--- config.mk ---
export PLATFORM = sky130hd
export DESIGN_NAME = sha256_padder
export DESIGN_NICKNAME = d
export VERILOG_FILES = /design/src/rtl/sha256_padder.sv
export SDC_FILE = /design/constraint.sdc
export NUM_CORES = 1
export LEC_CHECK = 0
export CORE_MARGIN = 4
export CORE_UTILIZATION = 35
export DETAILED_ROUTE_END_ITERATION = 10
export PLACE_DENSITY = 0.58
export SYNTH_ARGS = -nofsm -noshare
export SYNTH_HDL_FRONTEND = slang
export SYNTH_SLANG_ARGS = --single-unit
--- constraint.sdc ---
create_clock -name clk -period 7.35 [get_ports clk]
set_input_delay 1.47 -clock clk [delete_from_list [all_inputs] [get_ports clk]]
set_output_delay 1.47 -clock clk [all_outputs]
set_load 0.01 [all_outputs]
--- src/rtl/sha256_padder.sv ---
// sha256_padder
//   Message fetch and padding front end for the SHA-256 compression stage.
//   On start, reads the raw message (word addressed) from memory, formats
//   each word to big-endian, appends the SHA-256 padding (0x80 byte, zero
//   fill, 64-bit bit length) and streams 16 schedule words per 512-bit block
//   over a valid/ready handshake. Memory is only ever read.
//
// Build option:
//   SHA256_PADDER_BSWAP_EN  defined: memory holds little-endian words, each
//                           read word is byte swapped before use.
//                           undefined: memory words are already big-endian.
//
// Ports:
//   clk            clock (also the memory clock)
//   reset_n        asynchronous active-low reset
//   start          one-cycle request, sampled only while idle
//   message_addr   word address of the first message word (bits [15:0] used)
//   size           message length in bytes
//   busy           high from the cycle after start is accepted until done
//   done           one-cycle pulse after the final word is accepted
//   mem_addr       memory read address
//   mem_read_data  memory read data, valid one cycle after mem_addr
//   w_valid        schedule word valid
//   w_ready        downstream accepts the schedule word
//   w_data         schedule word, big-endian
//   w_idx          word index within the current block (0..15)
//   w_last_block   the current word belongs to the final block

module sha256_padder (
  input  logic        clk,
  input  logic        reset_n,
  input  logic        start,
  input  logic [31:0] message_addr,
  input  logic [31:0] size,
  output logic        busy,
  output logic        done,
  output logic [15:0] mem_addr,
  input  logic [31:0] mem_read_data,
  output logic        w_valid,
  input  logic        w_ready,
  output logic [31:0] w_data,
  output logic [3:0]  w_idx,
  output logic        w_last_block
);

  typedef enum logic [2:0] {
    IDLE = 3'd0,
    ADDR = 3'd1,
    DATA = 3'd2,
    EMIT = 3'd3,
    DONE = 3'd4
  } state_t;

  // Convert a memory word to big-endian byte order.
  function automatic logic [31:0] fmt_word(input logic [31:0] d);
`ifdef SHA256_PADDER_BSWAP_EN
    fmt_word = {d[7:0], d[15:8], d[23:16], d[31:24]};
`else
    fmt_word = d;
`endif
  endfunction

  state_t      state_r;
  logic [15:0] base_r;
  logic [31:0] len_r;
  logic [31:0] g_r;

  logic [32:0] sum_s;
  logic [31:0] last_g_s;
  logic [31:0] nb_s;
  logic [1:0]  rem_s;
  logic [31:0] rd_words_s;
  logic [31:0] g_next_s;
  logic        needs_read_s;
  logic        next_read_s;
  logic        last_blk_s;
  logic [31:0] fd_s;
  logic [31:0] data_word_s;
  logic [31:0] gen_word_s;

  // Upper address bits are architecturally ignored.
  logic unused_addr_bits_s;
  assign unused_addr_bits_s = ^message_addr[31:16];

  // Word classification and padding words derived from the latched length.
  always_comb begin
    sum_s      = {1'b0, len_r} + 33'd8;
    // T-1 where T = 16 * (((len + 8) >> 6) + 1)
    last_g_s   = 32'((sum_s >> 6) << 4) + 32'd15;
    nb_s       = {2'b00, len_r[31:2]};
    rem_s      = len_r[1:0];
    // Words that touch memory: all full words plus a trailing partial word.
    rd_words_s = nb_s + {31'd0, (rem_s != 2'd0)};
    g_next_s   = g_r + 32'd1;
    needs_read_s = (g_r < rd_words_s);
    next_read_s  = (g_next_s < rd_words_s);
    last_blk_s   = (g_r >= (last_g_s - 32'd15));
    fd_s         = fmt_word(mem_read_data);

    // Word built from memory: full data word or the partial word that
    // carries the 0x80 marker right after the last message byte.
    if (g_r < nb_s) begin
      data_word_s = fd_s;
    end else begin
      case (rem_s)
        2'd1:    data_word_s = (fd_s & 32'hFF00_0000) | 32'h0080_0000;
        2'd2:    data_word_s = (fd_s & 32'hFFFF_0000) | 32'h0000_8000;
        2'd3:    data_word_s = (fd_s & 32'hFFFF_FF00) | 32'h0000_0080;
        default: data_word_s = 32'h8000_0000;
      endcase
    end

    // Word generated without memory: marker word, length words or zero fill.
    if (g_r == nb_s) begin
      gen_word_s = 32'h8000_0000;
    end else if (g_r == last_g_s) begin
      gen_word_s = {len_r[28:0], 3'b000};
    end else if (g_r == (last_g_s - 32'd1)) begin
      gen_word_s = {29'd0, len_r[31:29]};
    end else begin
      gen_word_s = 32'd0;
    end
  end

  // Control FSM with all outputs registered.
  always_ff @(posedge clk or negedge reset_n) begin
    if (!reset_n) begin
      state_r      <= IDLE;
      base_r       <= 16'd0;
      len_r        <= 32'd0;
      g_r          <= 32'd0;
      busy         <= 1'b0;
      done         <= 1'b0;
      mem_addr     <= 16'd0;
      w_valid      <= 1'b0;
      w_data       <= 32'd0;
      w_idx        <= 4'd0;
      w_last_block <= 1'b0;
    end else begin
      case (state_r)
        IDLE: begin
          done <= 1'b0;
          if (start) begin
            base_r   <= message_addr[15:0];
            len_r    <= size;
            g_r      <= 32'd0;
            mem_addr <= message_addr[15:0];
            busy     <= 1'b1;
            state_r  <= ADDR;
          end else begin
            state_r  <= IDLE;
          end
        end
        ADDR: begin
          w_idx        <= g_r[3:0];
          w_last_block <= last_blk_s;
          if (needs_read_s) begin
            state_r <= DATA;
          end else begin
            w_data  <= gen_word_s;
            w_valid <= 1'b1;
            state_r <= EMIT;
          end
        end
        DATA: begin
          w_data  <= data_word_s;
          w_valid <= 1'b1;
          state_r <= EMIT;
        end
        EMIT: begin
          if (w_ready) begin
            w_valid <= 1'b0;
            if (g_r == last_g_s) begin
              done    <= 1'b1;
              busy    <= 1'b0;
              state_r <= DONE;
            end else begin
              g_r <= g_next_s;
              // The address only moves for words that are actually read,
              // so a message with no data never disturbs the memory port.
              if (next_read_s) begin
                mem_addr <= base_r + g_next_s[15:0];
              end else begin
                mem_addr <= mem_addr;
              end
              state_r <= ADDR;
            end
          end else begin
            state_r <= EMIT;
          end
        end
        DONE: begin
          done    <= 1'b0;
          state_r <= IDLE;
        end
        default: begin
          busy    <= 1'b0;
          done    <= 1'b0;
          w_valid <= 1'b0;
          state_r <= IDLE;
        end
      endcase
    end
  end

endmodule
### Word level (Yosys, flattened, before mapping)

Index checks and enable logic that the tools add are counted.

| cells by class | value |
|---|---|
| add/sub/neg operators | 7 |
| order comparisons | 4 |
| eq/ne operators | 16 |
| multiplexer cells | 31 |
| bitwise operators | 3 |
| reduce and logical (&&, ||, !) cells | 14 |

Operators by type and width:

| kind | number |
|---|---|
| 2-to-1 mux 32 bit | 7 |
| one-hot mux 32 bit (2 select lines) | 2 |
| one-hot mux 32 bit (3 select lines) | 1 |
| equality test 32 bit | 2 |
| less-than comparator 32 x 31 -> 1 bit | 2 |
| 2-to-1 mux 16 bit | 4 |
| adder 32 x 4 -> 33 bit, second input constant | 1 |
| adder 31 x 4 -> 32 bit, second input constant | 1 |
| adder 32 x 1 -> 32 bit, second input constant | 1 |
| equality test 32 x 30 -> 1 bit | 1 |
| >= comparator 32 bit | 1 |
| less-than comparator 32 x 30 -> 1 bit | 1 |
| one-hot mux 16 bit (2 select lines) | 1 |
| subtractor 32 x 1 -> 32 bit, second input constant | 1 |
| subtractor 32 x 4 -> 32 bit, second input constant | 1 |
| adder 30 x 1 -> 31 bit | 1 |
| adder 16 bit | 1 |
| inequality test 2 bit, second input constant | 6 |
| one-hot mux 3 bit (4 select lines) | 1 |
| 2-to-1 mux 1 bit | 9 |
| 2-to-1 mux 3 bit | 3 |
| AND reduction 4 bit | 2 |
| equality test 3 x 2 -> 1 bit, second input constant | 2 |
| AND reduction 3 bit | 2 |
| 14 further kinds | 21 |

| storage, ports and cells | value |
|---|---|
| register bits | 139 |
| input port bits | 100 |
| output and inout port bits | 56 |
| logic and storage cells | 86 |

### Logic depth before layout (Yosys ltp)

Gate-level depths: netlist (run 1).

| logic depth | value |
|---|---|
| depth after elaboration | 9 |
| mapped depth | 22 |

### Worst setup path after synthesis (run 1)

No wires, ideal clock.

| timing | value |
|---|---|
| path kind | reg2reg |
| start point | reg len_r[10] |
| end point | reg w_data[10] |
| arrival time | 4.080 ns |
| data required time | 7.224 ns |
| slack | 3.144 ns |
| cell stages (with the launch flop) | 17 |
| buffers on the path | 4 |
| period minus slack after synthesis | 4.206 ns |
| cells stage by stage | dfrtp_1 clkbuf_1 and4_1 and4_1 and2_1 clkbuf_1 and3_1 or3b_2 nand3b_1 ha_1 and4b_1 nand3_1 a2111o_1 a2111o_1 buf_2 buf_2 a221o_1 |

| between the ends | value |
|---|---|
| cells in the longest elaborated chain, start to end | 7 |
| elaborated cells on any way between the ends | 14 |

Ends and longest elaborated chain:

| element | line | text |
|---|---|---|
| start, declared | 65 | `logic [31:0] len_r;` |
| start signal, assigned | 145 | `len_r <= size;` |
| adder 32 x 4 -> 33 bit | 87 | `sum_s = {1'b0, len_r} + 33'd8;` |
| adder 31 x 4 -> 32 bit | 89 | `last_g_s = 32'((sum_s >> 6) << 4) + 32'd15;` |
| equality test 32 bit | 116 | `end else if (g_r == last_g_s) begin` |
| 2-to-1 mux 32 bit | 116 |  |
| 2-to-1 mux 32 bit | 114 | `if (g_r == nb_s) begin` |
| 2-to-1 mux 32 bit | 157 | `if (needs_read_s) begin` |
| one-hot mux 32 bit (2 select lines) | 140 | `case (state_r)` |
| end signal, assigned | 160 | `w_data <= gen_word_s;` |
| end signal, assigned | 166 | `w_data <= data_word_s;` |
| end, declared | 41 | `output logic [31:0] w_data,` |

Several ways; a longest one is shown, not always the timed one. The select of a mux whose other input is x is not followed.
A chain may end at the register's enable or synchronous reset.

### Worst setup path after layout (run 1)

| timing | value |
|---|---|
| start point | reg len_r[1] |
| end point | reg mem_addr[7] |

| between the ends | value |
|---|---|
| cells in the longest elaborated chain, start to end | 5 |
| elaborated cells on any way between the ends | 9 |

Ends and longest elaborated chain:

| element | line | text |
|---|---|---|
| adder 32 x 4 -> 33 bit / nonzero test 2 bit (equally long branches) | 87, 93 |  |
| adder 31 x 4 -> 32 bit / adder 30 x 1 -> 31 bit (equally long branches) | 89, 93 |  |
| equality test 32 bit / less-than comparator 32 x 31 -> 1 bit (equally long branches) | 173, 96 |  |
| inequality test 2 bit (no line) | - |  |
| AND reduction 5 bit (no line) * | - |  |
| end signal, assigned | 147 | `mem_addr <= message_addr[15:0];` |
| end signal, assigned | 182 | `mem_addr <= base_r + g_next_s[15:0];` |
| end signal, assigned | 184 | `mem_addr <= mem_addr;` |
| end, declared | 37 | `output logic [15:0] mem_addr,` |

Mark *: on every way between the ends. The rest lies on a longest branch, timed or not.

==> results of run 1 <==
[report_power, final]
| group | switching [W] | internal [W] | total (W) | leakage, nW |
|---|---|---|---|---|
| registers | 0.000279 | 0.00104 | 0.00132 | 1.77 |
| clock network | 0.000433 | 0.000460 | 0.000892 | 0.287 |
| logic | 0.00125 | 0.000959 | 0.00221 | 3.51 |
[area by class of cell]
cell class,count,area [um^2]
Fill cell,2939,16800
Multi-Input combinational cell,949,6680
Sequential cell,139,3480
Timing Repair Buffer,150,1480
Tap cell,390,488
Clock buffer,17,425
Inverter,50,188
Clock inverter,15,174
[state kept, by name (all words and copies together), names as in the netlist]
signal and count:
g_r 32, busy 1, mem_addr 16, w_last_block 1
w_idx 4, w_data 32, base_r 16, done 1
len_r 32, state_r 3, w_valid 1
[critical path: cells and delay by family (launching register included)]
kind	cells	cell delay, ns
compound gates	4	1.60
flops	1	0.37
fa+ha+maj	3	0.70
simple gates	9	1.86
buf+inv	3	0.64
xor+xnor	1	0.24
[cells in the mapped netlist, types with 8 or more instances]
cell | number | area, um^2
sky130_fd_sc_hd__nor2_1 | 69 | 259
sky130_fd_sc_hd__and4_1 | 8 | 70.1
sky130_fd_sc_hd__a22o_1 | 15 | 131
sky130_fd_sc_hd__a31oi_1 | 14 | 87.6
sky130_fd_sc_hd__inv_1 | 48 | 180
sky130_fd_sc_hd__o31ai_1 | 13 | 97.6
sky130_fd_sc_hd__ha_1 | 137 | 1710
sky130_fd_sc_hd__a21oi_1 | 60 | 300
sky130_fd_sc_hd__a211oi_1 | 12 | 90.1
sky130_fd_sc_hd__a21o_1 | 15 | 113
sky130_fd_sc_hd__nor4_1 | 16 | 100
sky130_fd_sc_hd__mux2_2 | 22 | 248
sky130_fd_sc_hd__dfrtp_1 | 139 | 3480
sky130_fd_sc_hd__o21ai_0 | 106 | 531
sky130_fd_sc_hd__nand2_1 | 143 | 537
sky130_fd_sc_hd__xor2_1 | 14 | 123
sky130_fd_sc_hd__nor3_1 | 19 | 95.1
sky130_fd_sc_hd__xnor2_1 | 81 | 709
sky130_fd_sc_hd__and2_1 | 14 | 87.6
sky130_fd_sc_hd__a22oi_1 | 25 | 188
sky130_fd_sc_hd__nand3_1 | 41 | 205
sky130_fd_sc_hd__nand4_1 | 34 | 213
sky130_fd_sc_hd__clkbuf_1 | 42 | 158
[routing by layer]
| metal | vias up | part of all wire | routed length [um] |
|---|---|---|---|
| li1 | 4582 | - | - |
| met2 | 239 | 0.41 | 12800 |
| met5 | - | 0 | 0 |
| met3 | 30 | 0.050 | 1560 |
| met1 | 4382 | 0.52 | 16200 |
| met4 | 0 | 0.014 | 441 |
[through the flow]
stage / total power [W] / cells
final: 0.00442 / 1710
after CTS: 0.00444 / 1710
after floorplan: 0.00272 / 1191
after global routing: 0.00477 / 1710
after global placement: 0.00349 / 1678
after detailed placement: 0.00352 / 1678
[worst max path at each step]
stage                     cells after the start  slack, ns           to
after floorplan                              16       3.14   w_data[10]
after global placement                       20       1.97  mem_addr[1]
after detailed placement                     20       1.90  mem_addr[1]
after CTS                                    20       1.87  mem_addr[7]
after global routing                         20       1.44  mem_addr[7]
final                                        20       1.90  mem_addr[7]
[kinds of logic after synthesis]
family | count (synthesis) | share of synthesized area
AOI/OAI and AO/OA | 304 | 0.182
and+or+nand+nor | 386 | 0.178
muxes | 26 | 0.0277
adders and majority gates | 138 | 0.164
DFF | 139 | 0.330
buffers and inverters | 103 | 0.0397
xor gates and xnor gates | 95 | 0.0788
==> flow_summary_export.csv, run 1 <==
group,metric,value,unit
finish,final_nets,1545,
placed_design,gp_congestion,0.905,
finish,most-common-layout-cells,"sky130_fd_sc_hd__nand2_1 (143), sky130_fd_sc_hd__dfrtp_1 (139), sky130_fd_sc_hd__clkdlybuf4s50_1 (138)",
worst_setup_path,cp_data_arrival_time,5.81,ns
logic_synthesis,synth-seq-cells,139,
power,power.density_cell_area,342,mW/mm^2
worst_setup_path,cp-startpoint,"len_r[1]",
min_path,worstHoldPathCells,2,
min_path,hold-path-endpoint,"w_data[27]",
logic_synthesis,yosysUniqueCellTypes,64,
worst_setup_path,worst_ep_required_time,7.71,ns
floorplanning,dieHeight,182,um
cts,clock_tree_from_tritoncts,"built",
routing,drt_first_pass_iters,4,
logic_synthesis,post_synth_inst_count,1191,
cts,cts_h_tree_lvls,4,
floorplanning,fp-row-count,63,
worst_setup_path,crit_path_max_incr_delay,0.79,ns
cts,worst_skew_pair.late_latency,0.44,ns
sta,drv_slew,0,
global_route,globalRoute.totalOverflow,0,
job,max_cap_violations,0,
sta,worst_slew_pin_slew,1.03,ns
sta,hold_ws,0.479,ns
finish,layout.cells.most_common,"sky130_fd_sc_hd__nand2_1",
global_route,use_met1,0.286,
run_status,status,"finished clean",
sta,rsz0062_at_grt,"no",
cts,postCtsSetupBuffers,0,
logic_synthesis,dominantRegCellSynth,"sky130_fd_sc_hd__dfrtp_1",
routing,wl_per_cell,18.1,um
floorplanning,design.portCount,156,
finish,insertedDiodeCount,0,
sta,layout_worst_path_cycle_share,0.741,
min_path,min-delay-start,"w_data[27]",
worst_setup_path,critical_path.cell_chain,"inv_1 -> nand2_1 -> ha_1 -> buf_4 -> ha_1 -> and3_1 -> nand3_1 -> nor2_1 -> nand2_1 -> nor2_1 -> xnor2_1 -> ha_1 -> nand4_1 -> nor2_1 -> a211oi_1 -> o2111ai_1 -> a211oi_4 -> buf_4 -> nor2_1 -> a31oi_1",
logic_synthesis,count_of_warnings_emitted_by_yosys,0,
cts,cts.repair.resized,0,
logic_synthesis,asyncSetResetFlopFracSynth,1.00,
placed_design,detailed_place.area,0.0123,mm^2
routing,drt-vias-per-instance,5.40,
worst_setup_path,critPathMaxFanout,19,
logic_synthesis,postSynthAreaPerCell,8.86,um^2
finish,final_core_util,0.434,
placed_design,dp_slack,1.90,ns
sta,timing.final.hold_violations,0,
routing,drt_iter0_drc,552,
finish,syn2layout_area_growth,22.3,%
logic_synthesis,synth_sequential_area_ratio,0.330,
global_route,first_pass_grt_wire_length,49400,um
sta,finalSetupViolations,0,
floorplanning,floorplan.die.width,182,um
logic_synthesis,synth_enable_flop_cells,0,
routing,wire_length_after_detailed_routing,31000,um
global_route,globalRoute.busiestLayer,"met1",
worst_setup_path,setup.worst_path.class,"reg2reg",
cts,clock_sinks,139,
routing,drc,0,
routing,drtAntennaViolNets,0,
sta,setup_total_negative_slack,0,ns
cts,path_clk_slew,0.08,ns
worst_setup_path,reg2reg_setup_slack,1.90,ns
placed_design,io_buffer_count,139,
sta,fin_ws,1.90,ns
worst_setup_path,crit-reg2reg-launch,"len_r[1]",
floorplanning,coreArea,0.0297,mm^2
global_route,grt_util_met2,0.271,
global_route,grt_max_degree,83,
cts,clock_tree.root_cell,"sky130_fd_sc_hd__clkbuf_16",
global_route,grtUsageMet3,0.0313,
sta,timing.final.crit_period,5.45,ns
global_route,number_of_global_route_vias_before_repair,8864,
global_route,antenna_found_initial,0,
finish,layout-drive-gt1-share,0.0614,
power,vdd_ir_drop_max,181,uV
worst_setup_path,crit_top_cell,"sky130_fd_sc_hd__nor2_1",
sta,max_freq,0.184,GHz
worst_setup_path,crit_path_start_kind,"flop",
finish,finish.instance_area,0.0129,mm^2
placed_design,place_hpwl,23500,um
cts,max-clock-path-buffers,2,
logic_synthesis,netlist_area_before_placement,0.0106,mm^2
worst_setup_path,cp_max_delay_cell,"sky130_fd_sc_hd__a211oi_4",
floorplanning,floorplan.initialDensity,0.355,
worst_setup_path,rr_endpoint,"mem_addr[7]",
logic_synthesis,net_count_of_the_mapped_netlist,1429,
sta,timing.slew.headroom,0.310,
power,power_leakage,5.57,nW
cts,cts_inserted_buffers,17,
sta,fin_worst_skew,0.0162,ns
worst_setup_path,timing.reg2reg.worst_path_depth,20,
cts,cts_hold_buf,0,
min_path,hold_class,"reg2reg",
routing,num_vias,9233,
global_route,grt.total_usage,0.185,
floorplanning,design.die.area,0.0330,mm^2
worst_setup_path,crit_path_end_kind,"flop",
No activity file was read; power rests on OpenSTA's default activity.
==> inputs of run 2 (changes only) <==
==> constraint.sdc (replaced) <==
create_clock -name clk -period 5.6 [get_ports clk]
set_input_delay 1.12 -clock clk [delete_from_list [all_inputs] [get_ports clk]]
set_output_delay 1.12 -clock clk [all_outputs]
set_load 0.01 [all_outputs]
==> run 2 against run 1 <==
Net effect: global-route usage grew 0.22 points; flip-flop and latch count is the same; first-iteration DRC count decreased by 0.72%; worst hold slack is essentially flat; via count is 0.61% higher; combinational power up 34%; final cell count increased by 0.82%; total power increased by 34%; register-to-register slack worse by 1.1 ns; clock skew grew 0.0029 ns; sequential share of layout area fell by 0.32 points.
==> flow_summary_export.csv, run 2 (synthesis results as in run 1) <==
group,metric,value,unit
power,vdd_ir_drop_max,236,uV
power,power_leakage,5.67,nW
cts,clock_sinks,139,
finish,syn2layout_area_growth,23.8,%
sta,layout_worst_path_cycle_share,0.859,
routing,drc,0,
run_status,status,"finished clean",
global_route,globalRoute.totalOverflow,0,
floorplanning,floorplan.die.width,182,um
finish,multi_input_area,0.00668,mm^2
routing,wire_length_after_detailed_routing,31400,um
finish,layout.filler_cells,2865,
routing,drt-vias-per-instance,5.39,
sta,hold_ws,0.480,ns
worst_setup_path,critPathMaxFanout,20,
routing,drt_first_pass_iters,5,
floorplanning,coreArea,0.0297,mm^2
floorplanning,fp-row-count,63,
worst_setup_path,crit_path_max_incr_delay,0.71,ns
cts,clock_tree_from_tritoncts,"built",
finish,largest_registers,"g_r (32), len_r (32), w_data (32)",
finish,most-common-layout-cells,"sky130_fd_sc_hd__nand2_1 (143), sky130_fd_sc_hd__dfrtp_1 (139), sky130_fd_sc_hd__clkdlybuf4s50_1 (138)",
finish,layout.cells.most_common,"sky130_fd_sc_hd__nand2_1",
sta,timing.final.hold_violations,0,
worst_setup_path,critical_path.cell_chain,"and4_1 -> and4_1 -> and2_1 -> nand2_1 -> nor4_1 -> buf_4 -> nor2b_1 -> nand2_1 -> xnor2_1 -> ha_1 -> and4b_1 -> nand3_1 -> a21oi_1 -> nor3_1 -> a2111o_2 -> buf_4 -> a221o_1",
sta,drv_slew,0,
cts,postCtsSetupBuffers,0,
worst_setup_path,crit_path_start_kind,"flop",
cts,path_clk_slew,0.07,ns
min_path,hold_class,"reg2reg",
global_route,number_of_global_route_vias_before_repair,9142,
floorplanning,dieHeight,182,um
worst_setup_path,crit_path_end_kind,"flop",
power,power.density_cell_area,454,mW/mm^2
routing,drt_iter0_drc,548,
placed_design,io_buffer_count,139,
finish,insertedDiodeCount,0,
routing,wl_per_cell,18.2,um
routing,num_vias,9289,
worst_setup_path,cp_max_delay_cell,"sky130_fd_sc_hd__a2111o_2",
global_route,first_pass_grt_wire_length,50200,um
floorplanning,floorplan.initialDensity,0.355,
finish,seq_area,0.00348,mm^2
sta,max_freq,0.208,GHz
worst_setup_path,cp_data_arrival_time,5.12,ns
worst_setup_path,cpLargestDelayFamily,"simple AND/OR/NAND/NOR gates",
cts,cts_h_tree_lvls,4,
cts,cts_hold_buf,0,
finish,layout-drive-gt1-share,0.0712,
worst_setup_path,setup.worst_path.class,"reg2reg",
sta,timing.final.crit_period,4.81,ns
sta,finalSetupViolations,0,
worst_setup_path,reg2reg_setup_slack,0.79,ns
finish,final_core_util,0.440,
sta,rsz0062_at_grt,"no",
job,max_cap_violations,0,
routing,drtAntennaViolNets,0,
worst_setup_path,worst_ep_required_time,5.91,ns
finish,final_nets,1559,
sta,setup_total_negative_slack,0,ns
worst_setup_path,crit-reg2reg-launch,"len_r[4]",
worst_setup_path,cp.buffers_inverters,2,
worst_setup_path,rr_endpoint,"w_data[14]",
cts,cts.repair.resized,0,
sta,timing.slew.headroom,0.365,
global_route,antenna_found_initial,0,
cts,max-clock-path-buffers,2,
floorplanning,design.die.area,0.0330,mm^2
global_route,grt.total_usage,0.188,
min_path,min-delay-start,"w_data[17]",
min_path,hold-path-endpoint,"w_data[17]",
floorplanning,design.portCount,156,
worst_setup_path,timing.reg2reg.worst_path_depth,17,
sta,fin_worst_skew,0.0191,ns
cts,clock_tree.root_cell,"sky130_fd_sc_hd__clkbuf_16",
cts,cts_inserted_buffers,17,
placed_design,place_hpwl,24200,um
min_path,worstHoldPathCells,2,
global_route,grt_max_degree,63,
sta,worst_slew_pin_slew,0.950,ns
placed_design,gp_congestion,0.927,
cts,worst_skew_pair.late_latency,0.44,ns
-- run 2: worst reg2reg max path, delay by kind of cell (launching register included) --
family | cells | cell delay, ns
adder cells (fa/ha/maj) | 1 | 0.21
buffers and inverters | 2 | 0.45
AO/OA/AOI/OAI | 3 | 1.31
XOR/XNOR | 1 | 0.39
flip-flops | 1 | 0.49
AND/OR/NAND/NOR | 10 | 1.85
-- run 2: worst max-delay path by stage --
stage,slack [ns],end,cells past startpoint,startpoint
3_5_place_dp,0.84,w_data[10],17,len_r[4]
4_1_cts,0.82,w_data[10],17,len_r[4]
3_3_place_gp,0.92,w_data[2],16,len_r[4]
6_report,0.79,w_data[14],17,len_r[4]
2_1_floorplan,1.39,w_data[10],16,len_r[10]
5_1_grt,0.25,w_data[23],16,len_r[4]
-- run 2: power breakdown --
| group | internal [W] | total (W) | switching (W) | leakage, nW |
|---|---|---|---|---|
| Clock | 0.000686 | 0.00125 | 0.000561 | 0.308 |
| Sequential | 0.00137 | 0.00173 | 0.000362 | 1.77 |
| Combinational | 0.00131 | 0.00296 | 0.00165 | 3.59 |
-- run 2: layout make-up --
class                   count  share of cell area
multi-input cells         949               0.511
inverters                  50              0.0144
well taps                 390              0.0374
repair buffers            164               0.123
flip-flops and latches    139               0.266
clock inverters            15              0.0151
clock buffers              17              0.0326
-- run 2: per-stage QoR --
| stage | instances | setup WS [ns] | area, um^2 | total power [W] |
|---|---|---|---|---|
| 2_1_floorplan | 1191 | 1.39 | 10600 | 0.00356 |
| 3_3_place_gp | 1692 | 0.923 | 12400 | 0.00462 |
| 3_5_place_dp | 1692 | 0.843 | 12400 | 0.00469 |
| 4_1_cts | 1724 | 0.823 | 13100 | 0.00596 |
| 5_1_grt | 1724 | 0.253 | 13100 | 0.00639 |
| 6_report | 1724 | 0.792 | 13100 | 0.00593 |
-- run 2: per-layer routing --
metal,track usage,vias to the layer above,wire length [um]
li1,-,4630,-
met1,0.291,4381,16500
met2,0.271,244,12900
met3,0.0310,34,1540
met4,0.0432,0,496
met5,0,-,0
==> inputs of run 3 (changes only) <==
--- a/config.mk
+++ b/config.mk
@@ -7,6 +7,7 @@
 export LEC_CHECK = 0
 export CORE_MARGIN = 4
 export CORE_UTILIZATION = 35
+export CTS_CLUSTER_DIAMETER = 100
 export DETAILED_ROUTE_END_ITERATION = 10
 export PLACE_DENSITY = 0.58
 export SYNTH_ARGS = -nofsm -noshare
==> results of run 3 <==
No change in the layout: final DEF, timing and power equal those of run 2.
